File: src/rtl/cpu_pkg.sv
// cpu_pkg: shared opcodes, functs, ALU control and the fixed boot program for the single-cycle CPU.
package cpu_pkg;
    localparam int WIDTH = 32;

    localparam logic [5:0] OP_RTYPE = 6'h00;
    localparam logic [5:0] OP_LW    = 6'h23;
    localparam logic [5:0] OP_SW    = 6'h2B;
    localparam logic [5:0] OP_BEQ   = 6'h04;
    localparam logic [5:0] OP_ADDI  = 6'h08;
    localparam logic [5:0] OP_J     = 6'h02;
    localparam logic [5:0] OP_BNE   = 6'h05;

    localparam logic [5:0] FN_ADD = 6'h20;
    localparam logic [5:0] FN_SUB = 6'h22;
    localparam logic [5:0] FN_AND = 6'h24;
    localparam logic [5:0] FN_OR  = 6'h25;
    localparam logic [5:0] FN_SLT = 6'h2A;

    typedef enum logic [2:0] {
        ALU_ADD,
        ALU_SUB,
        ALU_AND,
        ALU_OR,
        ALU_SLT
    } alu_ctl_e;

    function automatic logic [WIDTH-1:0] r_ins(input logic [4:0] rs, input logic [4:0] rt,
                                               input logic [4:0] rd, input logic [5:0] fn);
        return {OP_RTYPE, rs, rt, rd, 5'd0, fn};
    endfunction

    function automatic logic [WIDTH-1:0] i_ins(input logic [5:0] op, input logic [4:0] rs,
                                               input logic [4:0] rt, input logic [15:0] imm);
        return {op, rs, rt, imm};
    endfunction

    function automatic logic [WIDTH-1:0] rom_word(input int idx);
        case (idx)
            0:       rom_word = i_ins(OP_ADDI, 5'd0, 5'd1, 16'd5);
            1:       rom_word = i_ins(OP_ADDI, 5'd0, 5'd2, 16'hFFFD);
            2:       rom_word = r_ins(5'd1, 5'd2, 5'd3, FN_ADD);
            3:       rom_word = r_ins(5'd1, 5'd2, 5'd4, FN_SUB);
            4:       rom_word = r_ins(5'd1, 5'd2, 5'd5, FN_AND);
            5:       rom_word = r_ins(5'd1, 5'd2, 5'd6, FN_OR);
            6:       rom_word = r_ins(5'd2, 5'd1, 5'd7, FN_SLT);
            7:       rom_word = i_ins(OP_SW, 5'd0, 5'd3, 16'd4);
            8:       rom_word = i_ins(OP_LW, 5'd0, 5'd8, 16'd4);
            9:       rom_word = i_ins(OP_BEQ, 5'd8, 5'd3, 16'd1);
            10:      rom_word = i_ins(OP_ADDI, 5'd0, 5'd9, 16'd99);
            11:      rom_word = i_ins(OP_ADDI, 5'd0, 5'd9, 16'd7);
            12:      rom_word = {OP_J, 26'd12};
            default: rom_word = '0;
        endcase
    endfunction
endpackage

File: src/rtl/regfile.sv
// regfile: 32x32 register file, two async read ports, one sync write port, $0 hardwired to zero.
module regfile
    import cpu_pkg::*;
(
    input  logic             clk_i,
    input  logic             rst_ni,
    input  logic             we_i,
    input  logic [4:0]       ra1_i,
    input  logic [4:0]       ra2_i,
    input  logic [4:0]       wa_i,
    input  logic [WIDTH-1:0] wd_i,
    output logic [WIDTH-1:0] rd1_o,
    output logic [WIDTH-1:0] rd2_o
);
    logic [WIDTH-1:0] regs_q [32];

    always_ff @(posedge clk_i or negedge rst_ni) begin
        if (!rst_ni)
            regs_q <= '{default: '0};
        else if (we_i && wa_i != 5'd0)
            regs_q[wa_i] <= wd_i;
    end

    assign rd1_o = ra1_i == 5'd0 ? '0 : regs_q[ra1_i];
    assign rd2_o = ra2_i == 5'd0 ? '0 : regs_q[ra2_i];
endmodule

File: src/rtl/single_cycle_processor.sv
// single_cycle_processor: MIPS-subset single-cycle CPU with internal ROM/RAM, exposing write-back WD3.
// Define BNE_EN to decode opcode 0x05 as bne; otherwise it is an unsupported nop.
module single_cycle_processor
    import cpu_pkg::*;
#(
    parameter int IMEM_DEPTH = 64,
    parameter int DMEM_DEPTH = 64
) (
    input  logic               CLK,
    input  logic               RST,
    output logic signed [31:0] WD3
);
`ifdef BNE_EN
    localparam logic BNE_ON = 1'b1;
`else
    localparam logic BNE_ON = 1'b0;
`endif
    localparam int DAW = $clog2(DMEM_DEPTH);

    logic [WIDTH-1:0] pc_q, pc_d, pc_plus4, instr, imm_ext, rd1, rd2, src_b, alu_y, ram_rd;
    logic [WIDTH-1:0] dmem_q [DMEM_DEPTH];
    logic [5:0]       opcode, funct;
    logic [4:0]       wa;
    logic [DAW-1:0]   daddr;
    logic             is_r, r_ok, is_lw, is_sw, is_beq, is_bne, is_addi, is_j;
    logic             alu_ok, reg_write, take, unused_shamt;
    alu_ctl_e         alu_ctl;

    assign instr = rom_word(int'(pc_q[7:2]) % IMEM_DEPTH);

    always_comb begin
        opcode       = instr[31:26];
        funct        = instr[5:0];
        is_r         = opcode == OP_RTYPE;
        r_ok         = is_r && (funct == FN_ADD || funct == FN_SUB || funct == FN_AND ||
                                funct == FN_OR || funct == FN_SLT);
        is_lw        = opcode == OP_LW;
        is_sw        = opcode == OP_SW;
        is_beq       = opcode == OP_BEQ;
        is_bne       = BNE_ON && opcode == OP_BNE;
        is_addi      = opcode == OP_ADDI;
        is_j         = opcode == OP_J;
        alu_ok       = r_ok || is_lw || is_sw || is_beq || is_bne || is_addi;
        reg_write    = r_ok || is_lw || is_addi;
        wa           = is_r ? instr[15:11] : instr[20:16];
        imm_ext      = {{16{instr[15]}}, instr[15:0]};
        unused_shamt = ^instr[10:6];
        alu_ctl      = !is_r ? ((is_beq || is_bne) ? ALU_SUB : ALU_ADD)
                     : funct == FN_SUB ? ALU_SUB
                     : funct == FN_AND ? ALU_AND
                     : funct == FN_OR  ? ALU_OR
                     : funct == FN_SLT ? ALU_SLT
                     : ALU_ADD;
    end

    regfile u_rf (
        .clk_i (CLK),
        .rst_ni(RST),
        .we_i  (reg_write),
        .ra1_i (instr[25:21]),
        .ra2_i (instr[20:16]),
        .wa_i  (wa),
        .wd_i  (WD3),
        .rd1_o (rd1),
        .rd2_o (rd2)
    );

    // Branch compare reuses the ALU subtract, so beq/bne expose rs-rt on WD3.
    always_comb begin
        src_b    = (is_r || is_beq || is_bne) ? rd2 : imm_ext;
        alu_y    = alu_ctl == ALU_SUB ? rd1 - src_b
                 : alu_ctl == ALU_AND ? rd1 & src_b
                 : alu_ctl == ALU_OR  ? rd1 | src_b
                 : alu_ctl == ALU_SLT ? {31'd0, $signed(rd1) < $signed(src_b)}
                 : rd1 + src_b;
        daddr    = DAW'(int'(alu_y[7:2]) % DMEM_DEPTH);
        ram_rd   = dmem_q[daddr];
        WD3      = is_lw ? ram_rd : alu_ok ? alu_y : '0;
        pc_plus4 = pc_q + 32'd4;
        take     = (is_beq && rd1 == rd2) || (is_bne && rd1 != rd2);
        pc_d     = is_j ? {pc_plus4[31:28], instr[25:0], 2'b00}
                 : take ? pc_plus4 + {imm_ext[29:0], 2'b00}
                 : pc_plus4;
    end

    always_ff @(posedge CLK or negedge RST) begin
        if (!RST)
            pc_q <= '0;
        else
            pc_q <= pc_d;
    end

    always_ff @(posedge CLK) begin
        if (is_sw)
            dmem_q[daddr] <= rd2;
    end
endmodule

File: config.mk
export PLATFORM = sky130hd
export DESIGN_NAME = single_cycle_processor
export DESIGN_NICKNAME = d
export VERILOG_FILES = /design/src/rtl/cpu_pkg.sv /design/src/rtl/regfile.sv /design/src/rtl/single_cycle_processor.sv
export SDC_FILE = /design/constraint.sdc
export NUM_CORES = 2
export LEC_CHECK = 0
export ABC_AREA = 1
export CORE_MARGIN = 2
export CORE_UTILIZATION = 40
export CTS_CLUSTER_DIAMETER = 120
export DETAILED_ROUTE_END_ITERATION = 8
export SKIP_LAST_GASP = 1
export SLEW_MARGIN = 20
export SYNTH_ARGS = -nofsm -noshare
export SYNTH_HDL_FRONTEND = slang
export SYNTH_SLANG_ARGS = --single-unit
File: constraint.sdc
create_clock -name CLK -period 10.21 [get_ports CLK]
set_input_delay 2.042 -clock CLK [delete_from_list [all_inputs] [get_ports CLK]]
set_output_delay 2.042 -clock CLK [all_outputs]
set_load 0.05 [all_outputs]
==> flow_summary.ini <==
[drt]
first_iter_violations = 11100
vias_per_cell = 5.51
wl_mm = 376
vias = 83500
dr.pass1.iters = 7
wire_per_inst_um = 24.8
remaining_drc_errors = 0
final_antenna_net_count = 0

[timing]
slew_headroom_pct = 20.0
worst_pin_slew_ns = 1.20
fin_skew_ns = 0.133
slew_violations = 0
min_period_ns = 10.09
tns_ns = 0
finalCritPeriodShare_pct = 98.8
rsz0062_at_grt = false
setup_slack_ns = 0.119
setup_viol_count_final = 0
hold_viol = 0
max_freq_mhz = 99.1

[global_route]
grt_max_degree = 168
antenna_found_initial = 22
gr-usage-met1_pct = 37.2
grt_use_total_pct = 26.8
grt_busiest_layer = met2
grt_pass1_wl_mm = 544
use_met2_pct = 41.0
grt_use_met3_pct = 4.89
gr-total-overflow = 0
grt_pass1_vias = 78800

[layout]
layout_commonest_cell = nand2_1
area_delta_synth_final_pct = 12.3
drive_gt1_share_pct = 7.86
final_util_pct = 45.2
layout.nets = 11500
mostFrequentLayoutCells = 5859 x nand2_1, 2048 x edfxtp_1, 952 x nand3_1

[yosys]
async_flop_share_pct = 11.3
synth_edf_count = 2048
synth-main-ff-cell = edfxtp_1
synth-seq-area-share_pct = 63.1
yosysWarningCount = 0
synthesis.nets = 11700
synth_area_leader_cell = edfxtp_1
syn_area_sq_um = 108000
synth_area_per_cell_sq_um = 9.31
syn_inst = 11600
synth_top_cell_area_share_pct = 57.0
yosysUniqueCellTypes = 54
synth.ff_latch_count = 2310
ys_top_cells_by_area = edfxtp_1 57%, nand2_1 21%, dfrtp_1 6.1%

[floorplanning]
fp.dieW_um = 523
core_sq_um = 268000
rows = 190
start_util_pct = 40.2
pin_count = 34
dieArea_sq_um = 274000
die_h_um = 523

[clock_tree]
htreeDepth = 4
cts.sinks = 2310
holdBufCountCts = 0
cts-buffers-inserted = 242
cts-root-buf = clkbuf_16
tritoncts = done
cts.clk_slew.worst_paths_ns = 0.06
clk_latency_ns = 0.95
cts.path.max_buffers = 4

[setup_path]
worst-r2r-setup-slack_ns = 2.53
cpPeakStageDelay_ns = 0.52
cp.arrival_ns = 8.05
required_ns = 8.17
worstSetupStartpointType = flip-flop
slowest_stage = dfrtp_1
cpMostUsedCell = nand2_1
endpoint_kind = primary output
crit_type = reg -> out
cp_max_fo = 42

[power]
pwr_density_cell_nw_per_um2 = 156
ir_drop_uv = 166
total_power_uw = 18900
p_leak_uw = 0.0562

[run]
cap_violations = 0

[place]
port_buffers = 33
dpl_worst_slack_ns = 0.566
place_congestion = 0.953
hpwl_mm = 220

[min_path]
hp-class = reg -> reg

[run_status]
status = finished clean
## what timing repair did
item                       4_1_cts  5_1_grt
setup buffers                    8       10
gates resized for setup         10       35
gates cloned                     1        3
setup endpoints to repair       19       31
pin swaps                        1        6
## metrics by stage
stage | std cells | cell area, sq um | hold WS [ns]
finish | 15200 | 121000 | 0.372
global route | 15200 | 121000 | 0.383
CTS | 15200 | 121000 | 0.374
detailed placement | 14700 | 113000 | 0.361
global placement | 14700 | 113000 | 0.360
floorplan | 11600 | 108000 | 0.424
## cell usage after synthesis, drive strengths merged, types with 2 or more instances
master,instances
nand2,5941
edfxtp,2048
nand3,959
buf,496
nor2,428
o21ai,370
clkbuf,278
dfrtp,262
inv,259
a21oi,165
ha,112
o22ai,60
o211ai,36
xor2,36
nand4,29
nor3,17
a31oi,8
nor4,8
o21bai,8
a21o,7
o21a,7
a211oi,5
a21boi,5
xnor2,5
and2,4
nand3b,4
o221ai,4
or2,4
a31o,3
clkinv,3
fa,3
o2111ai,3
a221oi,2
o221a,2
o31ai,2
## path summary, 6_finish.rpt
kind	start	endpoint	depth (start not counted)
max reg2reg	pc_q[2]	dmem_q[18][10]	26
max	pc_q[2]	WD3[5]	32
max in group asynchronous	RST	u_rf.regs_q[1013]	2
min	u_rf.regs_q[1018]	u_rf.regs_q[1018]	0
min in group asynchronous	RST	u_rf.regs_q[920]	1
min reg2reg	u_rf.regs_q[1018]	u_rf.regs_q[1018]	0
## kinds of logic (layout without fill, tap and decap cells)
group	count (synthesis)	in the layout	share of synthesized area (%)
AO/OA/AOI/OAI	689	689	3.52
XOR/XNOR	41	41	0.333
adder cells (fa/ha/maj)	115	115	1.35
buffers and inverters	1036	1062	4.53
flip-flops	2310	2310	63.1
other	0	1	0
AND/OR/NAND/NOR	7394	7395	27.2
## worst max-delay path, delay by kind of cell (launching register included)
family                     cells  cell delay [ns]
buffers and inverters          9             2.06
and+or+nand+nor               14             1.92
AOI/OAI and AO/OA              5             1.44
adders and majority gates      3             1.08
DFF                            1             0.52
xor gates and xnor gates       1             0.15
## per-layer routing
| layer | vias to the layer above | share of wire [%] |
|---|---|---|
| li1 | 37800 | - |
| met1 | 40500 | 41 |
| met2 | 4455 | 44 |
| met3 | 742 | 10 |
| met4 | 10 | 5.1 |
| met5 | - | 0.018 |
## power breakdown
part           internal, uW  total [uW]  switching [uW]  leakage [uW]
sequential            10100       10100               0        0.0268
clock                  5070        8780            3700       0.00375
combinational          1.15        22.0            20.8        0.0256
total                 15200       18900            3720        0.0562
## layout make-up
| class | count | area, sq um |
|---|---|---|
| antenna | 1 | 2.50 |
| clock buffer | 312 | 6370 |
| clock inverter | 120 | 1340 |
| fill | 25100 | 147000 |
| inverter | 262 | 1040 |
| multi-input combinational | 8240 | 35900 |
| sequential | 2310 | 68100 |
| tap | 3552 | 4440 |
| timing repair buffer | 366 | 4040 |
| timing repair inverter | 2 | 16.3 |
## state kept, by name, indices dropped and copies added (netlist names)
signal,cells
dmem_q,2048
pc_q,6
u_rf.regs_q,256
(Power assumes the default switching activity.)
